## src/rtl/temporal_pkg.sv

```systemverilog
// Shared types and width helpers for the temporal less-than array and its lanes.
package temporal_pkg;

    typedef enum logic [1:0] {
        IDLE  = 2'd0,
        FIRE  = 2'd1,
        INHIB = 2'd2,
        DONE  = 2'd3
    } lane_state_t;

    localparam logic EDGE_RISE = 1'b0;
    localparam logic EDGE_FALL = 1'b1;

    localparam int GAMMA_DEFAULT = 16;
    localparam int PULSE_DEFAULT = 8;

    function automatic int phase_w(input int gamma_cycles);
        return $clog2(gamma_cycles);
    endfunction

    function automatic int cnt_w(input int pulse_cycles);
        return $clog2(pulse_cycles + 1);
    endfunction

endpackage

```

## src/rtl/temporal_lt_lane.sv

```systemverilog
// One less-than lane: edge detection on a/b, a four-state race FSM and the
// q pulse counter. State is exported for observation.
module temporal_lt_lane
    import temporal_pkg::*;
#(
    parameter int PULSE_WIDTH = PULSE_DEFAULT
) (
    input  logic        clk,
    input  logic        rst_n,
    input  logic        clear,
    input  logic        mode_r,
    input  logic        a,
    input  logic        b,
    output logic        q,
    output logic        decided,
    output lane_state_t state
);
    localparam int CNT_W = cnt_w(PULSE_WIDTH);

    logic a_s1_q, a_s0_q, b_s1_q, b_s0_q;
    logic a_evt, b_evt;
    lane_state_t state_q, state_d;
    logic [CNT_W-1:0] cnt_q, cnt_d;
    logic q_q, q_d, dec_q, dec_d;

    assign a_evt = (mode_r == EDGE_FALL) ? (~a_s1_q & a_s0_q) : (a_s1_q & ~a_s0_q);
    assign b_evt = (mode_r == EDGE_FALL) ? (~b_s1_q & b_s0_q) : (b_s1_q & ~b_s0_q);

    always_ff @(posedge clk or negedge rst_n) begin
        if (!rst_n) begin
            a_s1_q  <= 1'b0;
            a_s0_q  <= 1'b0;
            b_s1_q  <= 1'b0;
            b_s0_q  <= 1'b0;
            state_q <= IDLE;
            cnt_q   <= '0;
            q_q     <= 1'b0;
            dec_q   <= 1'b0;
        end else begin
            a_s1_q  <= a;
            a_s0_q  <= a_s1_q;
            b_s1_q  <= b;
            b_s0_q  <= b_s1_q;
            state_q <= state_d;
            cnt_q   <= cnt_d;
            q_q     <= q_d;
            dec_q   <= dec_d;
        end
    end

    // A b-event on the same cycle as an a-event inhibits: ties lose.
    always_comb begin
        state_d = state_q;
        cnt_d   = cnt_q;
        if (clear) begin
            state_d = IDLE;
            cnt_d   = '0;
        end else begin
            case (state_q)
                IDLE: begin
                    if (b_evt) begin
                        state_d = INHIB;
                    end else if (a_evt) begin
                        state_d = FIRE;
                        cnt_d   = CNT_W'(PULSE_WIDTH);
                    end
                end
                FIRE: begin
                    if (cnt_q <= CNT_W'(1)) begin
                        state_d = DONE;
                        cnt_d   = '0;
                    end else begin
                        cnt_d = cnt_q - CNT_W'(1);
                    end
                end
                default: state_d = state_q;
            endcase
        end
    end

    always_comb begin
        q_d   = (state_q == FIRE) & ~clear;
        dec_d = (state_d != IDLE);
    end

    assign q       = q_q;
    assign decided = dec_q;
    assign state   = state_q;

endmodule

```

## src/rtl/temporal_lt_array.sv

```systemverilog
// Multi-lane temporal less-than array: owns the gamma-cycle timebase and fans a
// shared clear and edge mode out to independent comparison lanes.
module temporal_lt_array
    import temporal_pkg::*;
#(
    parameter int N_CH              = 4,
    parameter int GAMMA_CYCLE_WIDTH = GAMMA_DEFAULT,
    parameter int PULSE_WIDTH       = PULSE_DEFAULT,
    parameter int PHASE_W           = phase_w(GAMMA_CYCLE_WIDTH)
) (
    input  logic                 clk,
    input  logic                 rst_n,
    input  logic                 en,
    input  logic                 mode,
    input  logic [N_CH-1:0]      a,
    input  logic [N_CH-1:0]      b,
    output logic [N_CH-1:0]      q,
    output logic [N_CH-1:0]      decided,
    output logic                 gamma_start,
    output logic [PHASE_W-1:0]   phase,
    output logic [2*N_CH-1:0]    lane_state
);
    localparam logic [PHASE_W-1:0] LAST_PHASE = PHASE_W'(GAMMA_CYCLE_WIDTH - 1);

    logic [PHASE_W-1:0] phase_q, phase_d;
    logic run_q, gs_q, gs_d, mode_r_q, lane_clear;

    // run_q distinguishes the first enabled cycle, which must present phase 0
    // with gamma_start, from a running counter that is merely passing phase 0.
    always_comb begin
        phase_d = '0;
        gs_d    = 1'b0;
        if (en) begin
            if (run_q && (phase_q != LAST_PHASE)) begin
                phase_d = phase_q + PHASE_W'(1);
            end
            gs_d = (phase_d == '0);
        end
    end

    assign lane_clear = ~en | ~run_q | (phase_q == LAST_PHASE);

    always_ff @(posedge clk or negedge rst_n) begin
        if (!rst_n) begin
            run_q    <= 1'b0;
            phase_q  <= '0;
            gs_q     <= 1'b0;
            mode_r_q <= EDGE_RISE;
        end else begin
            run_q   <= en;
            phase_q <= phase_d;
            gs_q    <= gs_d;
            if (phase_q == '0) begin
                mode_r_q <= mode;
            end
        end
    end

    assign phase       = phase_q;
    assign gamma_start = gs_q;

    for (genvar i = 0; i < N_CH; i++) begin : g_lane
        lane_state_t st;

        temporal_lt_lane #(
            .PULSE_WIDTH(PULSE_WIDTH)
        ) u_lane (
            .clk    (clk),
            .rst_n  (rst_n),
            .clear  (lane_clear),
            .mode_r (mode_r_q),
            .a      (a[i]),
            .b      (b[i]),
            .q      (q[i]),
            .decided(decided[i]),
            .state  (st)
        );

        assign lane_state[2*i +: 2] = st;
    end

endmodule

```

## config.mk

```make
export PLATFORM = sky130hd
export DESIGN_NAME = temporal_lt_array
export DESIGN_NICKNAME = d
export VERILOG_FILES = /design/src/rtl/temporal_pkg.sv /design/src/rtl/temporal_lt_lane.sv /design/src/rtl/temporal_lt_array.sv
export SDC_FILE = /design/constraint.sdc
export NUM_CORES = 1
export LEC_CHECK = 0
export CAP_MARGIN = 30
export CORE_MARGIN = 2
export CORE_UTILIZATION = 45
export CTS_CLUSTER_DIAMETER = 50
export DETAILED_ROUTE_END_ITERATION = 6
export PLACE_DENSITY = 0.75
export SLEW_MARGIN = 40
export SYNTH_ARGS = -nofsm -noshare
export SYNTH_HDL_FRONTEND = slang
export SYNTH_SLANG_ARGS = --single-unit
```

## constraint.sdc

```tcl
create_clock -name clk -period 4.7 [get_ports clk]
set_input_delay 0.47 -clock clk [delete_from_list [all_inputs] [get_ports clk]]
set_output_delay 0.47 -clock clk [all_outputs]
set_load 0.02 [all_outputs]
```

==> flow_metrics.tcl <==
set metrics [dict create \
    status "complete, no violations" \
    dpl.hpwl_mm 3.11 \
    grt_util_met1 0.196 \
    worstPathArrival_ns 2.28 \
    path_class "reg -> reg" \
    firstDrtPassIters 4 \
    synthArstFlopShare 1.00 \
    power_frac_comb 0.108 \
    grt_pass1_wl_mm 7.89 \
    ys_seq_area_frac 0.539 \
    ios 33 \
    drv_cap 0 \
    viasPerCell 5.43 \
    fin_crit_ns 2.04 \
    antenna_found_initial 0 \
    multi_input_area_um2 1030 \
    pwr-share-clk 0.343 \
    yosys_warnings 0 \
    drv_slew 0 \
    diodes 0 \
    min_path_type "in -> async" \
    drtAntennaViolNets 0 \
    syn_inst 237 \
    rsz0062_at_grt "no" \
    fin_area_um2 3000 \
    path_max_fanout 29 \
    synth_cell_types 49 \
    rows 27 \
    slew_headroom 0.553 \
    first_global_vias 1804 \
    p_per_area_nw_per_um2 308 \
    setup_tns_ns 0 \
    grt_util_met3 0.0341 \
    finalClockSkew_ns 0.00567 \
    clock.fmax_ghz 0.491 \
    p_sw_frac 0.234 \
    cts_buffers 5 \
    finalCritPeriodShare 0.433 \
    fin_ws_ns 2.66 \
    cts_htree_levels 2 \
    grt-ovfl-total 0 \
    synth_fp_nets 259 \
    wl_per_cell_um 13.3 \
    grt_max_degree 56 \
    grt_util_met2 0.280 \
    worstSetupEndpointType "flip-flop" \
    yosys_register_bits 55 \
    fill_cells 468 \
    worst_slew_pin_slew_ns 0.670 \
    startpoint_type "flip-flop" \
    core-area_um2 5510 \
    die_x_um 79.3 \
    die-area_um2 6290 \
    setup_viol 0 \
    cts_tree "yes" \
    switchingPower_mw 0.216 \
    drcViolationCount 0 \
    leakage_nw 1.29 \
    clk_pin_slew_ns 0.09 \
    area_growth_pct 17.5 \
    register_area_um2 1380 \
    drt-initial-drc-count 77 \
    clk_latency_ns 0.30 \
    dr_total_vias 1823 \
    holdWs_ns 0.274 \
    synth_edf_count 0 \
    die_h_um 79.3 \
    busiest_layer "met2" \
    synth_area_um2 2550 \
    seqPwrFrac 0.549 \
    vdd_drop_max_mv 0.187 \
    cts_resized 0 \
    dpl_cell_area_um2 2880 \
    internal_power_mw 0.708 \
    cts_root_buf "clkbuf_8" \
    final_hold_viol_count 0 \
    start_util 0.464 \
    io_buffer_count 32 \
    ctsHoldBuffers 0 \
    pre_cts_slack_ns 2.48 \
    drt-total-wl_mm 4.46 \
    clock-sinks 55 \
    synth-main-ff-cell "dfrtp_1" \
    ctsLongestPathBuffers 2 \
    worstPathRequired_ns 4.94 \
    gp_congestion 0.762 \
    grt_use_total 0.159 \
    fin_nets 285 \
    postCtsSetupRepairBufs 0 \
    avgSynthCellArea_um2 10.8 \
    drive_gt1_frac 0.0758 \
]
metrics by stage:
stage / total power [mW] / std cells / util
final: 0.924 / 336 / 0.545
after CTS: 0.937 / 336 / 0.545
after floorplan: 0.575 / 237 / -
after global placement: 0.615 / 328 / 0.522
after detailed placement: 0.618 / 328 / 0.524
after global routing: 0.969 / 336 / 0.545
routing by layer:
metal,share of wire,routed length [um]
met3,0.033,148
met2,0.50,2210
met4,0.013,58
met1,0.46,2040
met5,0,0
kinds of logic after synthesis:
logic type	share of synthesized area
compound gates	0.139
xor+xnor	0.00686
fa+ha+maj	0.0490
buf+inv	0.0603
flops	0.539
mux	0.0294
simple gates	0.176
synth_stat cells, types with 2 or more instances:
cell      count  share of area
nand2_1      10          0.015
nand3b_1      4          0.012
a21oi_1      12          0.024
nor3_1       11          0.022
nor2_1       21          0.031
ha_1         10          0.049
nor2b_1       8          0.020
inv_1        17          0.025
o21ai_0       7          0.014
buf_4         8          0.024
nand2b_1      6          0.015
nand3_1       5         0.0098
o32ai_1       2         0.0069
a211oi_1      3         0.0088
mux2_2        4          0.018
o31a_1        2         0.0069
nor3b_1       2         0.0059
or3_1         2         0.0049
a31oi_1       3         0.0074
o41ai_1       2         0.0069
buf_2         6          0.012
dfrtp_1      55           0.54
a41o_1        3          0.012
o21a_1        4          0.012
nor4_1        4         0.0098
mux2i_1       3          0.012
path summary, 6_finish.rpt:
check,start,to,slack (ns),cells after the start
max,phase[0],g_lane[0].u_lane.cnt_q[0],2.66,5
min,rst_n,phase[1],0.27,2
max reg2reg,phase[0],g_lane[0].u_lane.cnt_q[0],2.66,5
min reg2reg,g_lane[2].u_lane.a_s1_q,g_lane[2].u_lane.a_s0_q,0.40,0
max in group asynchronous,rst_n,g_lane[2].u_lane.a_s1_q,3.97,2
min in group clk,g_lane[2].u_lane.a_s1_q,g_lane[2].u_lane.a_s0_q,0.40,0
flip-flops by register name, indices dropped and copies added (netlist names):
name	flops
g_lane.u_lane.a_s0_q	4
g_lane.u_lane.a_s1_q	4
g_lane.u_lane.b_s0_q	4
g_lane.u_lane.b_s1_q	4
g_lane.u_lane.cnt_q	16
g_lane.u_lane.decided	4
g_lane.u_lane.q	4
g_lane.u_lane.state	8
gamma_start	1
mode_r_q	1
phase	4
run_q	1
cells in the final DEF, fill, tap and decap left out, types with 2 or more instances in the layout:
cell type,Yosys,layout
dfrtp_1,55,55
o31a_1,2,2
o41ai_1,2,2
a211oi_1,3,3
nand3b_1,4,4
a21oi_1,12,12
mux2_2,4,4
clkbuf_8,0,6
inv_1,17,17
nand2b_1,6,6
nor3b_1,2,2
o32ai_1,2,2
nor3_1,11,11
nand2_1,10,10
a41o_1,3,3
ha_1,10,10
nor2_1,21,21
o21a_1,4,4
nor4_1,4,4
clkdlybuf4s50_1,0,31
a31oi_1,3,3
o21ai_0,7,7
or3_1,2,2
mux2i_1,3,3
nor2b_1,8,7
nand3_1,5,4
power groups by stage:
stage	combinational [mW]	sequential, mW	clock, mW
2_1_floorplan	0.0584	0.516	0
3_3_place_gp	0.0992	0.516	0
3_5_place_dp	0.101	0.517	0
4_1_cts	0.101	0.508	0.328
5_1_grt	0.111	0.511	0.348
6_report	0.0997	0.507	0.317
final cells by class:
type	instances	area share
flip-flops and latches	55	0.459
clock inverters	2	0.0117
well taps	72	0.0300
repair buffers	33	0.108
multi-input cells	151	0.343
clock buffers	6	0.0275
inverters	17	0.0213
critical path, stage by stage, from the launching register on:
cell and delay (ns):
dfrtp_1 0.45, ha_1 0.27, nand3_1 0.15, nand3_2 0.49
nor4_1 0.48, a41o_1 0.13
(Power assumes the default switching activity.)
